File: src/rtl/tomasula_types.sv
// Shared ROB types: op encoding, default depth and the per-entry payload.
// Pure declarations, no timing or flow control of their own.
package tomasula_types;

   localparam int ROB_DEPTH = 8;

   typedef enum logic [2:0] {
      OP_ALU = 3'd0,
      OP_LD  = 3'd1,
      OP_ST  = 3'd2,
      OP_BR  = 3'd3,
      OP_JAL = 3'd4
   } rob_op_t;

   typedef struct packed {
      rob_op_t    op;
      logic [4:0] rd;
      logic [4:0] st_src;
   } rob_entry_t;

endpackage

File: src/rtl/rob_commit_ctrl.sv
// Head-of-ROB commit FSM: ALU/JAL/BR retire in the cycle the head is valid; LD/ST hold a
// registered memory request until data_mem_resp, retiring in the resp cycle. kill squashes everything.
module rob_commit_ctrl
   import tomasula_types::*;
(
   input  logic       clk,
   input  logic       rst,
   input  logic       kill,
   input  logic       head_vld,
   input  rob_op_t    head_op,
   input  logic [4:0] head_rd,
   input  logic       head_mispred,
   input  logic       data_mem_resp,
   output logic       retire,
   output logic       regfile_load,
   output logic       ld_commit_sel,
   output logic       st_commit,
   output logic       ld_br,
   output logic       data_read,
   output logic       data_write
);

   typedef enum logic {S_COMMIT, S_MEM_WAIT} state_t;

   state_t state_q, state_d;
   logic   data_read_q, data_read_d;
   logic   data_write_q, data_write_d;

   always_comb begin
      state_d       = state_q;
      data_read_d   = data_read_q;
      data_write_d  = data_write_q;
      retire        = 1'b0;
      regfile_load  = 1'b0;
      ld_commit_sel = 1'b0;
      st_commit     = 1'b0;
      ld_br         = 1'b0;
      if (rst || kill) begin
         state_d      = S_COMMIT;
         data_read_d  = 1'b0;
         data_write_d = 1'b0;
      end else begin
         case (state_q)
            S_COMMIT: begin
               if (head_vld) begin
                  case (head_op)
                     OP_LD: begin
                        state_d     = S_MEM_WAIT;
                        data_read_d = 1'b1;
                     end
                     OP_ST: begin
                        state_d      = S_MEM_WAIT;
                        data_write_d = 1'b1;
                     end
                     OP_BR: begin
                        retire = 1'b1;
                        ld_br  = head_mispred;
                     end
                     default: begin
                        retire       = 1'b1;
                        regfile_load = (head_rd != 5'd0);
                     end
                  endcase
               end
            end
            S_MEM_WAIT: begin
               if (data_mem_resp) begin
                  retire       = 1'b1;
                  state_d      = S_COMMIT;
                  data_read_d  = 1'b0;
                  data_write_d = 1'b0;
                  if (head_op == OP_LD) begin
                     regfile_load  = (head_rd != 5'd0);
                     ld_commit_sel = 1'b1;
                  end else begin
                     st_commit = 1'b1;
                  end
               end
            end
            default: state_d = S_COMMIT;
         endcase
      end
   end

   always_ff @(posedge clk) begin
      if (rst) begin
         state_q      <= S_COMMIT;
         data_read_q  <= 1'b0;
         data_write_q <= 1'b0;
      end else begin
         state_q      <= state_d;
         data_read_q  <= data_read_d;
         data_write_q <= data_write_d;
      end
   end

   // Reset drops the held request immediately rather than one edge later.
   assign data_read  = data_read_q && !rst;
   assign data_write = data_write_q && !rst;

endmodule

File: src/rtl/reorder_buffer_param.sv
// Parametrised in-order ROB: alloc at tail, completion per tag, one retire per cycle at head.
// rob_load while full is dropped; a mispredicted branch retires with ld_br and squashes the ROB next cycle.
module reorder_buffer_param
   import tomasula_types::*;
#(
   parameter int DEPTH = ROB_DEPTH,
   parameter int TAG_W = $clog2(DEPTH)
) (
   input  logic             clk,
   input  logic             rst,
   input  logic             rob_load,
   input  logic [2:0]       instr_type,
   input  logic [4:0]       rd,
   input  logic [4:0]       st_src,
   input  logic [DEPTH-1:0] set_rob_valid,
   input  logic [DEPTH-1:0] set_mispredict,
   input  logic             data_mem_resp,
   output logic [TAG_W-1:0] rob_tag,
   output logic [TAG_W-1:0] head_ptr,
   output logic [TAG_W-1:0] curr_ptr,
   output logic             rob_full,
   output logic             rob_empty,
   output logic [DEPTH-1:0] status_rob_valid,
   output logic [4:0]       rd_inflight,
   output logic [4:0]       st_src_head,
   output logic             regfile_load,
   output logic             ld_commit_sel,
   output logic             st_commit,
   output logic             data_read,
   output logic             data_write,
   output logic             ld_br,
   output logic             flush
);

   localparam logic [TAG_W:0] FULL_CNT = (TAG_W+1)'(DEPTH);

   rob_entry_t       entries_q [DEPTH];
   rob_entry_t       entries_d [DEPTH];
   logic [TAG_W-1:0] head_q, head_d, tail_q, tail_d;
   logic [TAG_W:0]   count_q, count_d;
   logic [DEPTH-1:0] valid_q, valid_d, mispred_q, mispred_d;
   logic [DEPTH-1:0] in_use;
   logic             flush_q, flush_d;
   logic             alloc_ok, retire, ld_br_w, head_vld;

   assign rob_empty = (count_q == '0);
   assign rob_full  = (count_q == FULL_CNT);
   assign alloc_ok  = rob_load && !rob_full && !flush_q;
   assign head_vld  = !rob_empty && valid_q[head_q];

   // An entry is live when its distance from head is below the occupancy count.
   always_comb begin
      in_use = '0;
      for (int i = 0; i < DEPTH; i++) begin
         in_use[i] = ({1'b0, TAG_W'(i) - head_q} < count_q);
      end
   end

   always_comb begin
      entries_d = entries_q;
      valid_d   = valid_q;
      mispred_d = mispred_q;
      head_d    = head_q;
      tail_d    = tail_q;
      count_d   = count_q;
      flush_d   = ld_br_w;
      if (flush_q) begin
         head_d    = '0;
         tail_d    = '0;
         count_d   = '0;
         valid_d   = '0;
         mispred_d = '0;
      end else begin
         for (int i = 0; i < DEPTH; i++) begin
            if (set_rob_valid[i] && in_use[i]) begin
               valid_d[i]   = 1'b1;
               mispred_d[i] = set_mispredict[i];
            end
         end
         if (alloc_ok) begin
            entries_d[tail_q] = '{op: rob_op_t'(instr_type), rd: rd, st_src: st_src};
            valid_d[tail_q]   = 1'b0;
            mispred_d[tail_q] = 1'b0;
            tail_d            = tail_q + 1'b1;
         end
         if (retire) begin
            valid_d[head_q] = 1'b0;
            head_d          = head_q + 1'b1;
         end
         case ({alloc_ok, retire})
            2'b10:   count_d = count_q + 1'b1;
            2'b01:   count_d = count_q - 1'b1;
            default: count_d = count_q;
         endcase
      end
   end

   always_ff @(posedge clk) begin
      if (rst) begin
         for (int i = 0; i < DEPTH; i++) entries_q[i] <= '0;
         head_q    <= '0;
         tail_q    <= '0;
         count_q   <= '0;
         valid_q   <= '0;
         mispred_q <= '0;
         flush_q   <= 1'b0;
      end else begin
         entries_q <= entries_d;
         head_q    <= head_d;
         tail_q    <= tail_d;
         count_q   <= count_d;
         valid_q   <= valid_d;
         mispred_q <= mispred_d;
         flush_q   <= flush_d;
      end
   end

   rob_commit_ctrl u_commit (
      .clk           (clk),
      .rst           (rst),
      .kill          (flush_q),
      .head_vld      (head_vld),
      .head_op       (entries_q[head_q].op),
      .head_rd       (entries_q[head_q].rd),
      .head_mispred  (mispred_q[head_q]),
      .data_mem_resp (data_mem_resp),
      .retire        (retire),
      .regfile_load  (regfile_load),
      .ld_commit_sel (ld_commit_sel),
      .st_commit     (st_commit),
      .ld_br         (ld_br_w),
      .data_read     (data_read),
      .data_write    (data_write)
   );

   assign rob_tag          = tail_q;
   assign curr_ptr         = tail_q;
   assign head_ptr         = head_q;
   assign status_rob_valid = valid_q;
   assign rd_inflight      = entries_q[head_q].rd;
   assign st_src_head      = entries_q[head_q].st_src;
   assign ld_br            = ld_br_w;
   assign flush            = flush_q;

endmodule
File: config.mk
export PLATFORM = sky130hd
export DESIGN_NAME = reorder_buffer_param
export DESIGN_NICKNAME = d
export VERILOG_FILES = /design/src/rtl/tomasula_types.sv /design/src/rtl/rob_commit_ctrl.sv /design/src/rtl/reorder_buffer_param.sv
export SDC_FILE = /design/constraint.sdc
export NUM_CORES = 1
export LEC_CHECK = 0
export ABC_AREA = 1
export BUFFER_PORTS_ARGS = -buffer_cell sky130_fd_sc_hd__buf_4
export CELL_PAD_IN_SITES_DETAIL_PLACEMENT = 0
export CELL_PAD_IN_SITES_GLOBAL_PLACEMENT = 1
export CORE_MARGIN = 4
export CORE_UTILIZATION = 39
export DETAILED_ROUTE_END_ITERATION = 7
export PLACE_DENSITY = 0.76
export SLEW_MARGIN = 5
export SYNTH_ARGS = -nofsm -noshare
export SYNTH_HDL_FRONTEND = slang
export SYNTH_SLANG_ARGS = --single-unit
File: constraint.sdc
create_clock -name clk -period 2.3 [get_ports clk]
set_input_delay 0.345 -clock clk [delete_from_list [all_inputs] [get_ports clk]]
set_output_delay 0.345 -clock clk [all_outputs]
set_load 0.05 [all_outputs]
==> results.json <==
{
  "start_kind": "flip-flop",
  "grt_pass1_vias": 6380,
  "clk_pin_slew_ns": 0.06,
  "cell_internal_pwr_uw": 5040,
  "die_width_um": 140,
  "cp_data_arrival_time_ns": 2.21,
  "fmax_mhz": 391,
  "area_growth_pct": 33.2,
  "drtAntennaViolNets": 0,
  "drv_slew": 0,
  "yosys_warnings": 0,
  "p_sw_frac": 0.331,
  "yosys.area.top_type_share": 0.395,
  "synth_cell_types": 37,
  "switchingPower_uw": 2490,
  "start_util": 0.396,
  "critical_path.max_fanout": 4,
  "syn_area_mm2": 0.00680,
  "synth_area_leaders": "dfxtp_1 39%, nand2_1 13%, a21oi_1 8.2%",
  "yosysSeqAreaShare": 0.395,
  "antenna_found_initial": 0,
  "rrSetupSlack_ns": -0.21,
  "port_buffers": 68,
  "place_ws_ns": -0.0135,
  "rsz0062_at_grt": "true",
  "yosys.area.top_type": "dfxtp_1",
  "cts_max_path_buffers": 2,
  "worstHoldStart": "set_mispredict[3]",
  "seqPwrFrac": 0.336,
  "rows": 48,
  "grt_usage": 0.218,
  "irDropWorstVdd_uv": 602,
  "die_area_mm2": 0.0196,
  "utilization": 0.527,
  "dp_hpwl_um": 13700,
  "clock-sinks": 134,
  "drv_cap": 0,
  "status": "complete, but fails checks",
  "core_mm2": 0.0172,
  "vias": 6606,
  "grt.overflow.total": 0,
  "worstMarginPinSlew_ns": 0.832,
  "drtIter0Drc": 431,
  "hold_end": "mispred_q[3]",
  "r2r-end": "count_q[3]",
  "period_share": 1.11,
  "leakage_uw": 0.00369,
  "grt_pass1_wl_um": 33900,
  "r2r_start": "head_ptr[0]",
  "hold_class": "in -> reg",
  "power_frac_clock": 0.359,
  "critical_path_required_ns": 1.96,
  "syn_area_per_cell_um2": 7.03,
  "min_path_cells": 3,
  "ys_seq_elements": 134,
  "comb_power_share": 0.304,
  "clk_latency_ns": 0.43,
  "violations": "negative setup slack",
  "worstRegToRegCells": 19,
  "io_pins": 69,
  "syn_nets": 1023,
  "p_total_uw": 7520,
  "drc": 0,
  "layout_setup_ws_ns": -0.254,
  "cts_max_level": 4,
  "min_period_ns": 2.55,
  "slew_headroom": 0.445,
  "cts_hold_buf": 0,
  "synth_cells": 967,
  "fin_skew_ns": 0.00852,
  "hold_viol": 0,
  "grt_max_degree": 76,
  "drive_gt1_frac": 0.257,
  "critPathKind": "reg -> out",
  "nNetsFinal": 1121,
  "firstDrtPassIters": 5,
  "cts_buffers": 17,
  "drt-total-wl_um": 21400,
  "p_per_area_mw_per_mm2": 831,
  "cts_tree": "yes",
  "clock-root-buffer": "clkbuf_16",
  "routabilityCongestion": 0.814,
  "insertedDiodeCount": 0,
  "die_y_um": 140,
  "finalSetupViolations": 9,
  "vias_per_cell": 5.07,
  "end_kind": "primary output",
  "wl_per_cell_um": 16.5
}
-- how the worst max path moves through the flow --
stage / startpoint / endpoint / slack, ns / cells past startpoint
finish: head_ptr[0] / ld_br / -0.25 / 13
global route: head_ptr[0] / count_q[3] / -0.37 / 20
CTS: head_ptr[0] / ld_br / -0.20 / 12
detailed placement: head_ptr[0] / count_q[3] / -0.01 / 19
global placement: head_ptr[0] / count_q[2] / 0.03 / 17
floorplan: head_ptr[1] / st_src_head[1] / -0.14 / 7
-- cells in the mapped netlist (all sizes together) --
library cell and instances:
nand2 243, dfxtp 134, a21oi 112, nor2 101
inv 94, o21ai 63, buf 45, a211oi 40
nand3 38, ha 23, clkbuf 20, nand4 12
o22ai 10, a31oi 7, clkinv 5, o211ai 5
xor2 4, o21bai 3, nor3 2, o21a 2
a21o 1, a22oi 1, or2 1, xnor2 1
-- per-stage QoR --
step	instances	hold slack [ns]	cell area, um^2	TNS [ns]
floorplan	967	0.434	6920	-0.730
global placement	1248	0.446	7780	0
detailed placement	1248	0.452	7780	-0.0199
CTS	1296	0.201	8750	-0.869
global route	1302	0.219	9050	-3.22
finish	1302	0.209	9050	-1.23
-- cell type report --
| cell class | instances | area, um^2 |
|---|---|---|
| Clock buffer | 22 | 475 |
| Clock inverter | 9 | 100 |
| Fill cell | 1752 | 8130 |
| Inverter | 99 | 399 |
| Multi-Input combinational cell | 669 | 3700 |
| Sequential cell | 134 | 2700 |
| Tap cell | 225 | 282 |
| Timing Repair Buffer | 144 | 1390 |
-- per-layer routing --
| metal | vias up | global-route usage | wire length, um |
|---|---|---|---|
| met1 | 3108 | 0.296 | 10100 |
| met2 | 114 | 0.356 | 10300 |
| li1 | 3359 | - | - |
| met4 | 0 | 0.0622 | 318 |
| met3 | 25 | 0.0406 | 730 |
| met5 | - | 0 | 0 |
-- placed cells by master, fill, tap and decap left out, drive strengths merged --
master	n
bufbuf	1
o21bai	3
dfxtp	134
bufinv	2
clkinvlp	2
nor3	2
xnor2	1
or2	1
o22ai	10
clkinv	11
buf	141
a211oi	40
nand4	12
xor2	4
o211ai	5
nand3	38
inv	93
a21oi	112
a21o	1
a31oi	7
o21ai	63
nor2	101
o21a	2
ha	23
nand2	243
a22oi	1
clkbuf	24
-- cell families after synthesis --
kind of cell               count (synthesis)  share of synthesized area
xor gates and xnor gates                   5                    0.00644
and+or+nand+nor                          397                      0.245
buffers and inverters                    164                      0.105
AOI/OAI and AO/OA                        244                      0.206
adders and majority gates                 23                     0.0423
DFF                                      134                      0.395
-- state kept, by name, summed over array words and instances (netlist names) --
| name | count |
|---|---|
| entries_q | 104 |
| mispred_q | 8 |
| status_rob_valid | 8 |
| count_q | 4 |
| curr_ptr | 3 |
| head_ptr | 3 |
| flush | 1 |
| u_commit.data_read_q | 1 |
| u_commit.data_write_q | 1 |
| u_commit.state_q | 1 |
-- repair_timing --
| action | in CTS | in global routing |
|---|---|---|
| pin swaps | 9 | 39 |
| setup buffers | 12 | 10 |
| cloned | 5 | 2 |
| endpoints found under the hold margin | 0 | 0 |
| gates resized for setup | 65 | 62 |
| setup endpoints to repair | 14 | 24 |
-- power by group through the flow --
stage	Sequential, uW	Clock [uW]	Combinational (uW)
after floorplan	2690	0	1170
after global placement	2570	0	1880
after detailed placement	2570	0	1880
after CTS	2530	2740	2120
after global routing	2540	2860	2490
final	2530	2700	2290
-- worst max-delay path, stage by stage, from the launching register on --
cell,delay (ns)
dfxtp_4,0.38
buf_8,0.14
buf_12,0.12
a21oi_2,0.13
o21ai_2,0.07
nand2_1,0.07
nor2_1,0.05
nor2_2,0.11
buf_4,0.13
nand2_2,0.05
inv_2,0.08
nand2_2,0.06
a211oi_2,0.20
buf_6,0.20
Note: power is estimated with default switching activity, not from simulation.
